<file path="src/rtl/axis_slave.sv">
// AXI-Stream slave receiver: show-ahead FIFO between an AXIS link and a backend
// consumer, with packet counting, pop-of-last pulse, stall timeout and overrun flag.
module axis_slave #(
    parameter int FIFO_DEPTH     = 8,
    parameter int BK_RDY_TIMEOUT = 5
) (
    input  logic        axi_aclk,
    input  logic        axi_aresetn,
    input  logic        axis_tvalid,
    input  logic [31:0] axis_tdata,
    input  logic [3:0]  axis_tstrb,
    input  logic [3:0]  axis_tkeep,
    input  logic        axis_tlast,
    input  logic [1:0]  axis_tuser,
    output logic        axis_tready,
    output logic        bk_valid,
    output logic [31:0] bk_data,
    output logic [3:0]  bk_tstrb,
    output logic [3:0]  bk_tkeep,
    output logic [1:0]  bk_user,
    output logic        bk_last,
    input  logic        bk_ready,
    input  logic        bk_flush,
    output logic [7:0]  bk_pkt_cnt,
    output logic        bk_pkt_done,
    output logic        bk_stall,
    output logic        bk_overrun
);

    localparam int AW = $clog2(FIFO_DEPTH);
    localparam int EW = 43;
    localparam logic [AW:0] FULL_OCC = (AW+1)'(FIFO_DEPTH);

    logic [EW-1:0] mem [FIFO_DEPTH];
    logic [EW-1:0] head;
    logic [AW:0]   wr_ptr;
    logic [AW:0]   rd_ptr;
    logic [AW:0]   occ;
    logic [7:0]    stall_cnt;
    logic          push;
    logic          pop;
    logic          pkt_inc;
    logic          pkt_dec;

    // Extra pointer bit lets occupancy reach FIFO_DEPTH without a reserved slot.
    assign occ         = wr_ptr - rd_ptr;
    assign axis_tready = (occ != FULL_OCC) | bk_flush;
    assign bk_valid    = (occ != '0);

    // A flush discards any transfer in its cycle, including the accepted upstream beat.
    assign push    = axis_tvalid & axis_tready & ~bk_flush;
    assign pop     = bk_valid & bk_ready & ~bk_flush;
    assign pkt_inc = push & axis_tlast;
    assign pkt_dec = pop & bk_last;

    assign head = bk_valid ? mem[rd_ptr[AW-1:0]] : '0;
    assign {bk_data, bk_tstrb, bk_tkeep, bk_user, bk_last} = head;

    assign bk_stall = (int'(stall_cnt) >= BK_RDY_TIMEOUT);

    always_ff @(posedge axi_aclk) begin
        if (push) begin
            mem[wr_ptr[AW-1:0]] <= {axis_tdata, axis_tstrb, axis_tkeep, axis_tuser, axis_tlast};
        end
    end

    always_ff @(posedge axi_aclk or negedge axi_aresetn) begin
        if (!axi_aresetn) begin
            wr_ptr      <= '0;
            rd_ptr      <= '0;
            bk_pkt_cnt  <= '0;
            bk_pkt_done <= 1'b0;
            stall_cnt   <= '0;
            bk_overrun  <= 1'b0;
        end else begin
            bk_pkt_done <= pkt_dec;
            if (bk_flush) begin
                wr_ptr     <= '0;
                rd_ptr     <= '0;
                bk_pkt_cnt <= '0;
                stall_cnt  <= '0;
                bk_overrun <= 1'b0;
            end else begin
                if (push) wr_ptr <= wr_ptr + 1'b1;
                if (pop)  rd_ptr <= rd_ptr + 1'b1;

                if (pkt_inc && !pkt_dec && bk_pkt_cnt != 8'hFF) begin
                    bk_pkt_cnt <= bk_pkt_cnt + 8'd1;
                end else if (pkt_dec && !pkt_inc && bk_pkt_cnt != 8'h00) begin
                    bk_pkt_cnt <= bk_pkt_cnt - 8'd1;
                end

                if (pop || !bk_valid) begin
                    stall_cnt <= '0;
                end else if (stall_cnt != 8'hFF) begin
                    stall_cnt <= stall_cnt + 8'd1;
                end

                // Full buffer with no packet end means the consumer can never drain a packet.
                if (occ == FULL_OCC && bk_pkt_cnt == 8'h00) begin
                    bk_overrun <= 1'b1;
                end
            end
        end
    end

endmodule

</file>
<file path="config.mk">
export PLATFORM = sky130hd
export DESIGN_NAME = axis_slave
export DESIGN_NICKNAME = d
export VERILOG_FILES = /design/src/rtl/axis_slave.sv
export SDC_FILE = /design/constraint.sdc
export NUM_CORES = 1
export LEC_CHECK = 0
export CAP_MARGIN = 20
export CORE_MARGIN = 2
export CORE_UTILIZATION = 30
export CTS_BUF_LIST = sky130_fd_sc_hd__clkbuf_4
export DETAILED_ROUTE_END_ITERATION = 10
export PLACE_DENSITY_LB_ADDON = 0.25
export SYNTH_ARGS = -nofsm -noshare
export SYNTH_HDL_FRONTEND = slang
export SYNTH_SLANG_ARGS = --single-unit
</file>
<file path="constraint.sdc">
create_clock -name axi_aclk -period 13.4 [get_ports axi_aclk]
set_input_delay 2.68 -clock axi_aclk [delete_from_list [all_inputs] [get_ports axi_aclk]]
set_output_delay 2.68 -clock axi_aclk [all_outputs]
set_load 0.005 [all_outputs]
</file>
==> results of run 1 <==
cell families (layout without fill, tap and decap cells):
kind of cell | count (synthesis) | after routing | synth area share, %
AOI/OAI and AO/OA | 76 | 76 | 3.082
adders and majority gates | 15 | 15 | 1.321
other | 0 | 4 | 0
DFF | 370 | 370 | 74.30
and+or+nand+nor | 176 | 176 | 5.376
muxes | 93 | 93 | 13.70
buffers and inverters | 50 | 299 | 1.389
xor gates and xnor gates | 14 | 14 | 0.8298
final timing paths:
path                            depth (start not counted)         from            end
worst max-delay path                                    4     bk_flush    axis_tready
worst min-delay path                                    1   bk_overrun     bk_overrun
worst max register to register                         12    rd_ptr[1]  bk_pkt_cnt[7]
worst min register to register                          1   bk_overrun     bk_overrun
max in group asynchronous                               2  axi_aresetn      rd_ptr[1]
min in group asynchronous                               2  axi_aresetn  bk_pkt_cnt[6]
cell type report:
class / count / area [µm²] / share of cell area (%)
tap: 664 / 830.8 / 4.635
sequential: 370 / 10990 / 61.30
antenna: 4 / 10.01 / 0.05584
inverter: 13 / 48.80 / 0.2722
timing repair buffer: 118 / 1144 / 6.380
multi-input combinational: 374 / 3647 / 20.35
clock buffer: 139 / 1044 / 5.821
clock inverter: 29 / 212.7 / 1.187
sequential cells by signal, indices dropped and copies added (netlist names):
register,flops
stall_cnt,8
bk_pkt_cnt,8
bk_overrun,1
bk_pkt_done,1
mem,344
wr_ptr,4
rd_ptr,4
synth_stat cells, types with 2 or more instances:
master | instances | area, µm²
edfxtp_1 | 344 | 10330
mux4_2 | 86 | 1937
a21oi_1 | 50 | 250.2
inv_2 | 2 | 7.510
xnor2_1 | 6 | 52.55
o21a_1 | 2 | 15.01
dfrtp_1 | 26 | 650.6
nand3_1 | 8 | 40.04
o32ai_2 | 2 | 32.53
nor4_1 | 2 | 12.51
o22ai_1 | 3 | 18.77
nand2b_1 | 4 | 25.02
o211a_1 | 2 | 20.02
mux2i_1 | 4 | 40.04
o21ai_0 | 6 | 30.03
ha_1 | 14 | 175.2
nand2_1 | 100 | 375.4
buf_1 | 7 | 26.28
inv_1 | 11 | 41.29
clkbuf_1 | 18 | 67.56
nand3b_1 | 2 | 15.01
nor2_1 | 29 | 108.9
xor2_1 | 8 | 70.07
and3_1 | 4 | 25.02
nand4_1 | 9 | 56.30
or3_1 | 3 | 18.77
nor3_1 | 7 | 35.03
buf_2 | 11 | 55.05
o2111ai_1 | 2 | 17.52
o211ai_1 | 2 | 15.01
power groups by stage:
stage | Combinational, W | Clock [W] | Sequential (W)
floorplan | 0.000578 | 0 | 0.00136
global placement | 0.00103 | 0 | 0.00139
detailed placement | 0.00103 | 0 | 0.00139
CTS | 0.00103 | 0.00104 | 0.00136
global route | 0.00110 | 0.00110 | 0.00137
finish | 0.000996 | 0.000996 | 0.00136
layer usage:
| metal | wire, µm | global-route usage [%] | vias up |
|---|---|---|---|
| met4 | 616 | 4.593 | 4 |
| met1 | 15430 | 18.45 | 4092 |
| met2 | 16200 | 21.58 | 207 |
| met5 | 27 | 0 | - |
| met3 | 1634 | 4.033 | 65 |
| li1 | - | - | 3595 |
worst register-to-register path, cell delays in order, from the launching register on:
cell and delay [ps]:
dfrtp_4 820, buf_4 800, mux4_2 660, mux2i_2 380
nor3b_2 140, nand2b_1 340, ha_1 340, a21o_1 190
a211oi_1 290, o21ai_0 180, o211a_1 190, a2111o_1 390
nand4_1 90
metrics by stage:
step | utilization [%] | cells | hold WS, ps
floorplan | - | 794 | 478.4
global placement | 34.18 | 1539 | 483.0
detailed placement | 34.18 | 1539 | 481.7
CTS | 36.75 | 1707 | 497.0
global route | 36.77 | 1711 | 514.3
finish | 36.77 | 1711 | 488.7
==> summary.md, run 1 <==
| Metric | Value |
|---|---|
| Status | `complete, no violations` |
| RSZ-0062 raised after global routing | `false` |
| Drt first pass iters | `4` |
| Post-synth EDFFs | `roughly 340` |
| TritonCTS Sinks | `370` |
| Cell area after synthesis | `14780 µm²` |
| Post-CTS repair timing setup buffer count | `0` |
| Async set-reset flop share out of synthesis | `7.027%` |
| GR Util All Layers | `13.81%` |
| Setup WS post-layout | `5846 ps` |
| Remaining DRCs | `0` |
| Tmin final | `7554 ps` |
| Via density | `4.654` |
| GRT Residual Overflow | `0` |
| Die H | `225.9 µm` |
| Seq pwr share | `40.6%` |
| DR vias | `between 7000 and 8000` |
| 1st-iter DRT viols | `500` |
| Largest net degree at the start of global routing | `52` |
| Fmax | `132.4 MHz` |
| IO buf count | `103` |
| Yosys reg bits | `370` |
| Register clock-pin slew on the reported worst setup and hold paths | `50 ps` |
| Worst Setup Start Kind | `primary input` |
| Core Footprint | `48750 µm²` |
| Most frequent cells in the layout | `edfxtp_1 (344), clkbuf_4 (139), clkdlybuf4s50_1 (103)` |
| Average routed wire per standard cell | `19.82 µm` |
| Worst IR Drop VDD | `between 0.09 and 0.1 mV` |
| Syn-to-layout area delta | `21.30%` |
| Dpl hpwl | `17070 µm` |
| CP top delay family | `buffers and inverters` |
| Placement Cell Area | `between 15000 and 20000 µm²` |
| Layout cells sized above 1 | `26.08%` |
| Fillers | `4594` |
| CP Class | `in -> out` |
| Final WL | `~34000 µm` |
| Final hold violations | `0` |
| Vias in the first global route | `8342` |
| Post-route ant nets | `0` |
| Cell count after synthesis | `794` |
| Clk_lat worst skew | `800 ps` |
| P_leak | `5.847 nW` |
| Hold Path Class | `reg -> reg` |
| CTS resizes | `0` |
| Sw Pwr | `0.0009886 W` |
| Commonest non-fill, non-tap cell in the layout | `edfxtp_1` |
| Rel. slew slack | `between 30% and 40%` |
| Final setup vio count | `0` |
| Num CTS Buffers | `97` |
| Combinational power share | `29.7%` |
| Slowest stage delay, CP | `810 ps` |
| Power, Total | `around 0.0034 W` |
| Post-synthesis sequential area ratio | `about three quarters` |
| Slowest-stage cell, CP | `clkdlybuf4s50_1` |
| Sw Share | `29.47%` |
| Die Wd | `225.9 µm` |
| Unique cell type count in the Yosys netlist | `50` |
| Syn avg cell area | `18.61 µm²` |
| Top-level port count | `104` |
| H-tree Lvls | `3` |
| Worst path bufs/invs | `3` |
| Nets | `1037` |
| Yosys warns | `0` |
| Setup TNS | `0 ps` |
| Top_reg_cell synth | `edfxtp_1` |
| CP Data Required Time | `about 11000 ps` |
| Number of max-cap violations | `0` |
| CTS Root Cell | `clkbuf_4` |
| FP Rows | `81` |
| Crit path top cell by count | `clkdlybuf4s50_1` |
| Setup Skew | `41.33 ps` |
| Dpl ws | `5848 ps` |
| Final worst-path cycle share | `between 50 and 60%` |
| Cell Pwr Density | `187.1 nW/µm²` |
| Cts hold-fix bufs | `0` |
| Slew Viols, Final | `0` |
| Initial antenna violation count | `4` |
| Max FO, Critical Path | `13` |
| CTS tree | `built` |
| Crit path DAT | `4870 ps` |
| Clk pwr share | `29.7%` |
| Crit-path cells | `clkdlybuf4s50_1 -> inv_1 -> o2111ai_1 -> clkdlybuf4s50_1` |
| Worst setup EP type | `primary output` |
| Post-route cell area | `17930 µm²` |
| Starting density of the core | `a little under a third` |
| Final RePlAce weighted congestion | `0.7765` |
| Worst-Margin Slew | `912.6 ps` |
| Reg2Reg Setup Slack | `8530 ps` |
| Internal Pwr Total | `0.002366 W` |
| Clock buffer depth | `3` |
| Die area | `51050 µm²` |
| Global-route wire length before repair | `around 51000 µm` |
| Syn_nets | `857` |
(Power assumes the default switching activity.)
==> inputs of run 2 (changes only) <==
==> constraint.sdc (replaced) <==
create_clock -name axi_aclk -period 6.46 [get_ports axi_aclk]
set_input_delay 1.292 -clock axi_aclk [delete_from_list [all_inputs] [get_ports axi_aclk]]
set_output_delay 1.292 -clock axi_aclk [all_outputs]
set_load 0.005 [all_outputs]
==> summary.md, run 2 (synthesis gave the netlist of run 1 again) <==
| Metric | Value |
|---|---|
| Via density | `4.639` |
| Post-CTS repair timing setup buffer count | `0` |
| IO buf count | `103` |
| CTS tree | `built` |
| Met3 wire length | `1726 µm` |
| CTS Root Cell | `clkbuf_4` |
| Layout cells sized above 1 | `26.85%` |
| Clock buffer depth | `3` |
| Internal Pwr Total | `0.004903 W` |
| Clk_lat worst skew | `between 800 and 900 ps` |
| CP Class | `reg -> out` |
| Setup Skew | `~65 ps` |
| Number of max-cap violations | `0` |
| Final hold violations | `0` |
| Final worst-path cycle share | `86.07%` |
| Final RePlAce weighted congestion | `0.7696` |
| Final WL | `33710 µm` |
| Power, Total | `slightly below 0.007 W` |
| Global-route wire length before repair | `51710 µm` |
| CP Data Required Time | `5170 ps` |
| CTS resizes | `0` |
| Max FO, Critical Path | `40` |
| Die area | `51050 µm²` |
| Wl on met1 | `between 15000 and 20000 µm` |
| Worst setup EP type | `primary output` |
| Fmax | `179.9 MHz` |
| Average routed wire per standard cell | `19.57 µm` |
| Drt first pass iters | `4` |
| Initial antenna violation count | `5` |
| Die Wd | `225.9 µm` |
| Wire length on met2 | `approximately 16000 µm` |
| Cell Pwr Density | `386.7 nW/µm²` |
| TritonCTS Sinks | `370` |
| Most frequent cells in the layout | `edfxtp_1 (344), clkbuf_4 (150), clkdlybuf4s50_1 (103)` |
| Rel. slew slack | `32.25%` |
| Post-route ant nets | `0` |
| Largest register FFs | `344` |
| Cts hold-fix bufs | `0` |
| Worst Setup Start Kind | `flop` |
| Final setup vio count | `0` |
| Max layer used | `met5` |
| Remaining DRCs | `0` |
| H-tree Lvls | `3` |
| Largest net degree at the start of global routing | `52` |
| Fillers | `4631` |
| Seq pwr share | `40.4%` |
| GR Util All Layers | `13.76%` |
| Crit path DAT | `4270 ps` |
| Sw Pwr | `0.002053 W` |
| Setup TNS | `0 ps` |
| Combinational power share | `29.9%` |
| Vias in the first global route | `8521` |
| Hold Path Class | `reg -> reg` |
| P_leak | `5.881 nW` |
| Worst-Margin Slew | `about 1000 ps` |
| Register clock-pin slew on the reported worst setup and hold paths | `70 ps` |
| Tmin final | `5560 ps` |
| Clk pwr share | `between 20 and 30%` |
| Status | `complete, no violations` |
| GRT Residual Overflow | `0` |
| Worst IR Drop VDD | `between 0.15 and 0.2 mV` |
| Util after Layout | `36.90%` |
| Syn-to-layout area delta | `21.73%` |
| Die H | `about 230 µm` |
| 1st-iter DRT viols | `471` |
| RSZ-0062 raised after global routing | `false` |
| FP Rows | `81` |
| Top-level port count | `104` |
| Starting density of the core | `30.31%` |
| Setup WS post-layout | `900.0 ps` |
| DR vias | `7989` |
| Dpl hpwl | `18770 µm` |
| Sw Share | `between 20% and 30%` |
| Dpl ws | `1545 ps` |
| Core Footprint | `48750 µm²` |
| Nets | `between 1000 and 1500` |
| Slew Viols, Final | `0` |
| Num CTS Buffers | `100` |
| Commonest non-fill, non-tap cell in the layout | `edfxtp_1` |
run 2: cell types whose count changed in the layout (fill, tap and decap cells not counted), moves of 2 or more:
cell        delta
buf_4          +2
bufinv_16      -2
clkbuf_4      +11
clkinv_2       -3
clkinv_4       -2
clkinvlp_4     +2
run 2: worst paths after layout:
check,to,cells after the start,start,slack (ps)
min in group asynchronous,wr_ptr[2],2,axi_aresetn,880
worst min-delay path,bk_overrun,1,bk_overrun,520
max in group asynchronous,rd_ptr[0],2,axi_aresetn,5240
worst max register to register,bk_pkt_cnt[7],14,rd_ptr[1],1770
worst max-delay path,bk_last,8,rd_ptr[1],900
worst min register to register,bk_overrun,1,bk_overrun,520
run 2: routing by layer:
layer | vias up | track usage, %
li1 | 3603 | -
met1 | 4130 | 18.41
met2 | 200 | 21.42
met3 | 52 | 3.864
met4 | 4 | 4.999
met5 | - | 0
run 2: power groups by stage:
| stage | registers [W] | clock network [W] | logic [W] |
|---|---|---|---|
| after floorplan | 0.00282 | 0 | 0.00120 |
| after global placement | 0.00286 | 0 | 0.00214 |
| after detailed placement | 0.00286 | 0 | 0.00214 |
| after CTS | 0.00281 | 0.00215 | 0.00215 |
| after global routing | 0.00283 | 0.00227 | 0.00229 |
| final | 0.00281 | 0.00206 | 0.00208 |
run 2: per-stage QoR:
stage | instance area (µm²) | hold slack [ps] | cells
after floorplan | 14780 | 478.4 | 794
after global placement | 16690 | 499.4 | 1542
after detailed placement | 16690 | 510.1 | 1542
after CTS | 17980 | 523.7 | 1718
after global routing | 17990 | 559.6 | 1721
final | 17990 | 517.7 | 1722
run 2: final cells by class:
class	instances	area, µm²	area share, %
multi-input cells	374	3647	20.28
clock buffers	150	1126	6.260
clock inverters	26	157.7	0.8764
repair buffers	121	1179	6.552
flip-flops and latches	370	10990	61.09
diodes	4	10.01	0.05564
well taps	664	830.8	4.618
inverters	13	48.80	0.2713
run 2: worst max-delay path, stage by stage (launching register included):
cell and delay, ps:
dfrtp_4 830, inv_1 100, ha_1 220, nand2b_1 160, xnor2_1 240, o211a_2 840, buf_4 450, nor2_1 100
clkdlybuf4s50_1 460
